<file path="config.mk">
export PLATFORM = sky130hd
export DESIGN_NAME = seg_scan_controller
export DESIGN_NICKNAME = d
export VERILOG_FILES = /design/src/rtl/seg_scan_controller.sv
export SDC_FILE = /design/constraint.sdc
export NUM_CORES = 1
export LEC_CHECK = 0
export BUFFER_PORTS_ARGS = -buffer_cell sky130_fd_sc_hd__buf_2
export CORE_MARGIN = 10
export CORE_UTILIZATION = 34
export CTS_CLUSTER_SIZE = 14
export DETAILED_ROUTE_END_ITERATION = 10
export GPL_ROUTABILITY_DRIVEN = 0
export HOLD_SLACK_MARGIN = 0.15
export MAX_ROUTING_LAYER = met4
export RECOVER_POWER = 50
export SYNTH_ARGS = -nofsm -noshare
export SYNTH_HDL_FRONTEND = slang
export SYNTH_SLANG_ARGS = --single-unit
</file>
<file path="constraint.sdc">
create_clock -name clk -period 7.7 [get_ports clk]
set_input_delay 0 -clock clk [delete_from_list [all_inputs] [get_ports clk]]
set_output_delay 0 -clock clk [all_outputs]
set_load 0.05 [all_outputs]
</file>
<file path="src/rtl/seg_scan_controller.sv">
// Four-digit common-anode seven-segment scan controller with dead-time blanking,
// PWM brightness, leading-zero blanking and a frame-synchronous double buffer.
module seg_scan_controller #(
  parameter int SLOT_CYCLES  = 12500,
  parameter int BLANK_CYCLES = 250
) (
  input  logic        clk,
  input  logic        rst,
  input  logic        load_valid,
  output logic        load_ready,
  input  logic [15:0] load_bcd,
  input  logic [3:0]  load_dp,
  input  logic [3:0]  digit_en,
  input  logic        lzb,
  input  logic [2:0]  bright,
  output logic [3:0]  an,
  output logic [6:0]  segment,
  output logic        dp,
  output logic        frame_done
);

  localparam int CW = $clog2(SLOT_CYCLES);
  localparam logic [CW-1:0] SLOT_LAST = CW'(SLOT_CYCLES - 1);
  localparam logic [31:0] BLANK_W = 32'(BLANK_CYCLES);
  localparam logic [31:0] ON_SPAN = 32'(SLOT_CYCLES - BLANK_CYCLES);

  logic [CW-1:0] slot_cnt;
  logic [1:0]    digit;
  logic [3:0]    en_s;
  logic          lzb_s;
  logic [2:0]    bright_s;
  logic [15:0]   active_bcd;
  logic [3:0]    active_dp;
  logic [15:0]   shadow_bcd;
  logic [3:0]    shadow_dp;
  logic          pending;

  logic          slot_start;
  logic          slot_end;
  logic          frame_end;
  logic [31:0]   on_len;
  logic [31:0]   slot_ext;
  logic          in_window;
  logic [3:0]    nib;
  logic          upper_zero;
  logic          blank_digit;
  logic          show;
  logic [6:0]    seg_dec;

  assign slot_start = (slot_cnt == '0);
  assign slot_end   = (slot_cnt == SLOT_LAST);
  assign frame_end  = slot_end && (digit == 2'd3);
  assign load_ready = ~pending;

  always_ff @(posedge clk or posedge rst) begin
    if (rst) begin
      slot_cnt <= '0;
      digit    <= 2'd0;
    end else if (slot_end) begin
      slot_cnt <= '0;
      digit    <= digit + 2'd1;
    end else begin
      slot_cnt <= slot_cnt + 1'b1;
    end
  end

  // Controls are latched once per slot so a slot never changes shape midway.
  always_ff @(posedge clk or posedge rst) begin
    if (rst) begin
      en_s     <= 4'b1111;
      lzb_s    <= 1'b0;
      bright_s <= 3'd7;
    end else if (slot_start) begin
      en_s     <= digit_en;
      lzb_s    <= lzb;
      bright_s <= bright;
    end
  end

  // Commit and accept are exclusive: commit needs pending, accept needs it clear.
  always_ff @(posedge clk or posedge rst) begin
    if (rst) begin
      active_bcd <= 16'h0000;
      active_dp  <= 4'b0000;
      shadow_bcd <= 16'h0000;
      shadow_dp  <= 4'b0000;
      pending    <= 1'b0;
    end else if (frame_end && pending) begin
      active_bcd <= shadow_bcd;
      active_dp  <= shadow_dp;
      pending    <= 1'b0;
    end else if (load_valid && !pending) begin
      shadow_bcd <= load_bcd;
      shadow_dp  <= load_dp;
      pending    <= 1'b1;
    end
  end

  always_comb begin
    on_len    = (ON_SPAN * (32'(bright_s) + 32'd1)) >> 3;
    slot_ext  = 32'(slot_cnt);
    in_window = (slot_ext >= BLANK_W) && (slot_ext < (BLANK_W + on_len));
    nib       = active_bcd[{digit, 2'b00} +: 4];
  end

  // A digit is a leading zero when it and everything to its left is zero.
  always_comb begin
    upper_zero = 1'b0;
    case (digit)
      2'd3:    upper_zero = (active_bcd[15:12] == 4'h0);
      2'd2:    upper_zero = (active_bcd[15:8] == 8'h00);
      2'd1:    upper_zero = (active_bcd[15:4] == 12'h000);
      default: upper_zero = 1'b0;
    endcase
    blank_digit = !en_s[digit] || (nib > 4'd9) || (lzb_s && upper_zero);
    show        = in_window && !blank_digit;
  end

  always_comb begin
    seg_dec = 7'b1111111;
    case (nib)
      4'd0:    seg_dec = 7'b1000000;
      4'd1:    seg_dec = 7'b1111001;
      4'd2:    seg_dec = 7'b0100100;
      4'd3:    seg_dec = 7'b0110000;
      4'd4:    seg_dec = 7'b0011001;
      4'd5:    seg_dec = 7'b0010010;
      4'd6:    seg_dec = 7'b0000010;
      4'd7:    seg_dec = 7'b1111000;
      4'd8:    seg_dec = 7'b0000000;
      4'd9:    seg_dec = 7'b0010000;
      default: seg_dec = 7'b1111111;
    endcase
  end

  always_ff @(posedge clk or posedge rst) begin
    if (rst) begin
      an         <= 4'b1111;
      segment    <= 7'b1111111;
      dp         <= 1'b1;
      frame_done <= 1'b0;
    end else begin
      frame_done <= frame_end;
      if (show) begin
        an      <= ~(4'b0001 << digit);
        segment <= seg_dec;
        dp      <= ~active_dp[digit];
      end else begin
        an      <= 4'b1111;
        segment <= 7'b1111111;
        dp      <= 1'b1;
      end
    end
  end

endmodule

</file>
Word level (Yosys, flattened, before mapping)
Memory sizes are Yosys's and may differ from the RTL's.
Cells that the tools add are included.
{ "word_totals": {"ff_bits": 78, "mem_bits_rw": 0, "latchBits": 0, "elab_cells": 62, "input_bits": 31, "n_memories": 1, "out_inout_bits": 14, "rom_bits": 112} }
{ "memory_table": {"columns": ["name", "depth", "word_bits", "rd", "rd_clocked_by_memory_dff", "wr", "line_no", "rtl"], "rows": [
  ["(no name shown)", 16, 7, 1, 0, 0, "121", "case (nib)"]
]} }
{ "op_classes": {"n_mul": 1, "n_reduce_logical": 17, "muxes": 11, "shift": 2, "n_lt_le_gt_ge": 4, "eq_ne": 4, "div": 0, "addsub": 4, "n_bitwise": 4} }
{ "ops": {"columns": ["cell", "n"], "rows": [
  ["$mul A13 B4 Y17 const A", 1],
  ["$add A8 B15 Y16 const A", 1],
  ["$lt A14 B16 Y1", 1],
  ["$shiftx A16 B5 Y4", 1],
  ["$add A14 B1 Y14 const B", 1],
  ["$eq A14 B14 Y1 const B", 1],
  ["$ge A14 B8 Y1 const B", 1],
  ["$logic_not A14 Y1", 1],
  ["$mux W14", 1],
  ["$logic_not A12 Y1", 1],
  ["$logic_not A8 Y1", 1],
  ["$mux W7", 1],
  ["$logic_and A1 B1 Y1", 6],
  ["$mux W1", 5],
  ["$add A3 B1 Y4 const B", 1],
  ["$bmux W1 S2", 2],
  ["$eq A2 B2 Y1 const B", 2],
  ["$gt A4 B4 Y1 const B", 1],
  ["$logic_not A4 Y1", 1],
  ["$mux W4", 1],
  ["$not A4 Y4", 1],
  ["$shl A1 B2 Y4 const A", 1],
  ["$logic_not A1 Y1", 3],
  ["$lt A2 B3 Y1 const B", 1],
  ["other kinds (7)", 10]
]} }

Longest topological paths before layout
{ "logic_depth": {"word_depth": 8, "ltp_mapped": 26, "ltp_nobuf": 24} }

Least setup slack after synthesis
OpenSTA, ideal clock, no wires.
{ "synth_timing": {"path_type": "register to register", "startpoint": "register bright_s[0]", "endpoint": "register an[0]", "stages_incl_launch_ff": 24, "setup_time_ns": 0.094, "synth_period_minus_slack_ns": 5.601, "slack_ns": 2.099, "path_buffers": 1, "arrival_ns": 5.507, "t_required_ns": 7.606, "cell_sequence": "dfstp_2 -> ha_1 -> xor2_1 -> fa_1 -> fa_1 -> ha_1 -> a21oi_1 -> nand2b_1 -> o32a_2 -> a211oi_1 -> o211ai_1 -> a31oi_4 -> nand2_1 -> nor2_1 -> xnor2_1 -> ha_1 -> a2111oi_0 -> o21ai_0 -> o21ai_0 -> o31ai_1 -> and3_1 -> mux2i_2 -> buf_6 -> nand3_2"} }
{ "synth_between": {"elab_chain_len": 7} }
{ "synth_lines": {"columns": ["element", "line_no", "rtl"], "rows": [
  ["start, declared", "31", "logic [2:0] bright_s;"],
  ["start signal, assigned", "76", "bright_s <= bright;"],
  ["$add A3 B1 Y4", "100", "on_len = (ON_SPAN * (32'(bright_s) + 32'd1)) >> 3;"],
  ["$mul A13 B4 Y17", "100", null],
  ["$add A8 B15 Y16", "102", "in_window = (slot_ext >= BLANK_W) && (slot_ext < (BLANK_W + on_len));"],
  ["$lt A14 B16 Y1", "102", null],
  ["$logic_and A1 B1 Y1", "102", null],
  ["$logic_and A1 B1 Y1", "116", "show = in_window && !blank_digit;"],
  ["$mux W4", "144", "if (show) begin"],
  ["end signal, assigned", "145", "an <= ~(4'b0001 << digit);"],
  ["end, declared", "16", "output logic [3:0] an,"]
]} }
No other way between the ends.
A chain may end at the register's enable or synchronous reset.

Final worst setup path
{ "layout_timing": {"startpoint": "register bright_s[0]", "endpoint": "register segment[4]"} }
{ "layout_between": {"elab_chain_len": 7} }
{ "layout_lines": {"columns": ["element", "line_no", "rtl"], "rows": [
  ["$add A3 B1 Y4", "100", null],
  ["$mul A13 B4 Y17", "100", null],
  ["$add A8 B15 Y16", "102", null],
  ["$lt A14 B16 Y1", "102", null],
  ["$logic_and A1 B1 Y1", "102", null],
  ["$logic_and A1 B1 Y1", "116", null],
  ["$mux W7", "144", null],
  ["end signal, assigned", "146", "segment <= seg_dec;"],
  ["end, declared", "17", "output logic [6:0] segment,"]
]} }
No other way between the ends.

==> key figures <==
Run status
  – Status: finished, violations left
  – Failing checks: max-capacitance violations, max-slew violations

Layout
  – Layout cell share with drive strength beyond 1: 0.257
  – Antenna cells: 0
  – Final #Nets: 617
  – Core Util, Final: 0.409
  – Area growth syn-to-layout: 18.7%
  – Final Cell Area: 6160 um^2
  – Fill count: 1,432

Critical path
  – Crit path DAT: 6.97 ns
  – CP Launch Type: flip-flop
  – Worst EP required: 7.90 ns
  – Crit. End Element: flip-flop
  – CP max FO: 12
  – Flop2flop setup slack: 0.93 ns
  – Critical setup path kind: reg2reg

GRT
  – Gr ovfl total: 0
  – First-pass GRT wire length: 19,100 um
  – Vias in the first global route: 3,735
  – Largest net degree at the start of global routing: 79
  – Initial antenna violation count: 0
  – Total GRT Usage: 0.116

Timing
  – Tmin final: 6.77 ns
  – Slew @ Worst Pin: 4.08 ns
  – Max Clock Freq: 148 MHz
  – Final Max Tran Viols: 79
  – RSZ-0062 raised after global routing: false
  – Final Hold Violating Endpoints: 0
  – Setup_tns: 0 ns
  – Slew margin rel.: -1.72
  – Hold WS: 0.412 ns
  – Final period util: 0.879
  – Clock skew: 0.00494 ns
  – Setup-failing EPs final: 0

Routing
  – Routed Antenna Nets: 0
  – Vias per inst: 5.06
  – DRT iter0 DRCs: 168
  – Drt drc: 0
  – Via Count: 3,633
  – First-pass DRT Iterations: 4
  – Avg WL per Cell: 15.6 um
  – Final WL: 11,200 um

Flow run
  – Max-Cap Viols: 1

Place
  – Dpl cell area: 5590 um^2
  – I/O Buffers: 44
  – HPWL after DPL: 8630 um

Yosys
  – Syn Nets: 542
  – Post-synth EDFFs: 0
  – Syn Area/Cell: 11.5 um^2
  – Main flop type after synthesis: dfrtp_1
  – Synthesis-stage register bit count: 78
  – Mapped Area: 5190 um^2
  – Yosys cell types: 66
  – Synth Instances: 451
  – FFs w/ async S/R, synth: 1.00
  – Ys Warns: 0
  – Seq/Total Area, Yosys: 0.380

Floorplan
  – Cell Rows: 45
  – Num ports: 45
  – Die W: 144 um
  – Initial Utilization: 0.344
  – Core area: 15,100 um^2
  – Die area: 20,600 um^2
  – Die Y: 144 um

Min path
  – Worst hold path type: in2reg

Clock network
  – Sink Count: 78
  – Clock Pin Slew Worst Setup and Hold Paths: 0.06 ns
  – Skew-Pair Late Insertion Delay: 0.33 ns
  – CTS Buf Count: 9
  – Post-CTS setup buffer count: 0
  – # resized after CTS: 0
  – Clock root buffer: clkbuf_16
  – CTS Hold Bufs: 30
  – Bufs on Longest Clock Path: 2
  – H-Tree Depth: 3
  – CTS tree: built

Pwr
  – Pwr/cell area: 210 nW/um^2
  – Worst IR Drop VDD: 0.000134 V
  – Lkg Pwr: 0.00278 uW
[worst max-delay path, cell delays in order, from the launching register on]
cell and delay (ns):
dfstp_2 0.69, ha_1 0.21, xor2_1 0.55, fa_1 0.61, fa_1 0.50, ha_1 0.40
a21oi_1 0.22, nand2b_1 0.08, o32a_2 0.36, a211oi_1 0.28, o211ai_1 0.16, a31oi_4 0.25
nand2_1 0.07, nor2_1 0.12, xnor2_1 0.09, ha_1 0.20, a2111oi_0 0.40, o21ai_0 0.14
o21ai_0 0.10, o31ai_1 0.11, and3_1 0.19, mux2i_2 0.66, o2111ai_1 0.23
[final timing paths]
| path | startpoint | to | cells past startpoint |
|---|---|---|---|
| min in group asynchronous | rst | lzb_s$_DFFE_PP0N_ | 4 |
| setup reg to reg | bright_s[0]$_DFFE_PP1N_ | segment[4]$_DFF_PP1_ | 22 |
| hold reg to reg | shadow_bcd[10]$_DFFE_PP0P_ | active_bcd[10]$_DFFE_PP0P_ | 1 |
| setup / recovery | bright_s[0]$_DFFE_PP1N_ | segment[4]$_DFF_PP1_ | 22 |
| max in group asynchronous | rst | slot_cnt[11]$_DFF_PP0_ | 4 |
| hold / removal | load_valid | pending$_DFFE_PP0P_ | 3 |
[synthesized netlist by cell type, drive strengths merged, types with 2 or more instances]
cell     number  area (um^2)
or3           2         17.5
fa            8          160
xor2         12          105
nand3        18          135
o21ai        18         90.1
xnor2        19          166
dfstp        19          499
o21a          4         30.0
or4b          2         20.0
nor2b         6         37.5
a21oi        23          130
mux4          6          135
nor3          4         25.0
o211ai        4         30.0
inv          31          116
clkbuf        7         26.3
o31ai         4         30.0
a2111oi       2         17.5
buf           6         53.8
nand2b        6         52.6
or2           2         12.5
nor4          4         25.0
nor3b         2         15.0
or4           5         37.5
ha           52          651
nand4         6         43.8
and3          7         43.8
mux2         49          623
dfrtp        59         1480
nor2         22         82.6
and2          2         13.8
nand2        19         83.8
a21o          2         15.0
o31a          2         17.5
o2111ai       2         17.5
mux2i         3         33.8
[per-stage QoR]
| step | setup WS (ns) | power, uW | cells |
|---|---|---|---|
| global route | 0.503 | 1380 | 718 |
| global placement | 1.36 | 849 | 673 |
| finish | 0.932 | 1290 | 718 |
| detailed placement | 1.04 | 867 | 673 |
| floorplan | 2.10 | 771 | 451 |
| CTS | 1.01 | 1300 | 718 |
[sequential cells by signal, indices dropped and copies added (netlist names)]
signal / cells
active_bcd: 16
active_dp: 4
an: 4
bright_s: 3
digit: 2
dp: 1
en_s: 4
frame_done: 1
lzb_s: 1
pending: 1
segment: 7
shadow_bcd: 16
shadow_dp: 4
slot_cnt: 14
[logic make-up after synthesis]
logic type | count (synthesis) | synth area share
XOR/XNOR | 31 | 0.0523
flip-flops | 78 | 0.380
adder cells (fa/ha/maj) | 60 | 0.156
multiplexers | 58 | 0.152
AO/OA/AOI/OAI | 69 | 0.0896
buffers and inverters | 44 | 0.0378
AND/OR/NAND/NOR | 111 | 0.131
[cells in the final DEF, fill, tap and decap left out, types with 8 or more instances in the layout]
cell type,count
nand2_1,16
inv_1,30
xor2_1,12
ha_1,52
xnor2_1,19
dfrtp_1,59
fa_1,8
o21ai_0,16
dfstp_2,19
nand3_1,9
nor2_1,22
dlygate4sd3_1,30
mux2_1,9
mux2_4,19
clkbuf_16,9
mux2_2,21
nand3_2,9
a21oi_1,21
buf_2,29
clkbuf_1,17
[report_power, final]
part,switching (uW),leakage [uW],internal [uW]
combinational,246,0.00167,191
sequential,10.2,0.000963,428
clock,161,0.000145,258
[final cells by class]
type | count | area, um^2 | area share
Multi-Input combinational cell | 329 | 3020 | 0.490
Sequential cell | 78 | 1980 | 0.320
Clock inverter | 5 | 60.1 | 0.00974
Timing Repair Buffer | 77 | 517 | 0.0838
Clock buffer | 10 | 239 | 0.0388
Tap cell | 188 | 235 | 0.0382
Inverter | 31 | 116 | 0.0189
[routing by layer]
layer,wire length [um],vias up,part of all wire,GRT usage
met5,0,-,0,-
met4,172,0,0.015,0.0317
met3,324,15,0.029,0.0224
met2,5070,74,0.45,0.170
met1,5650,1773,0.50,0.161
li1,-,1771,-,-
Note: power is estimated with default switching activity, not from simulation.
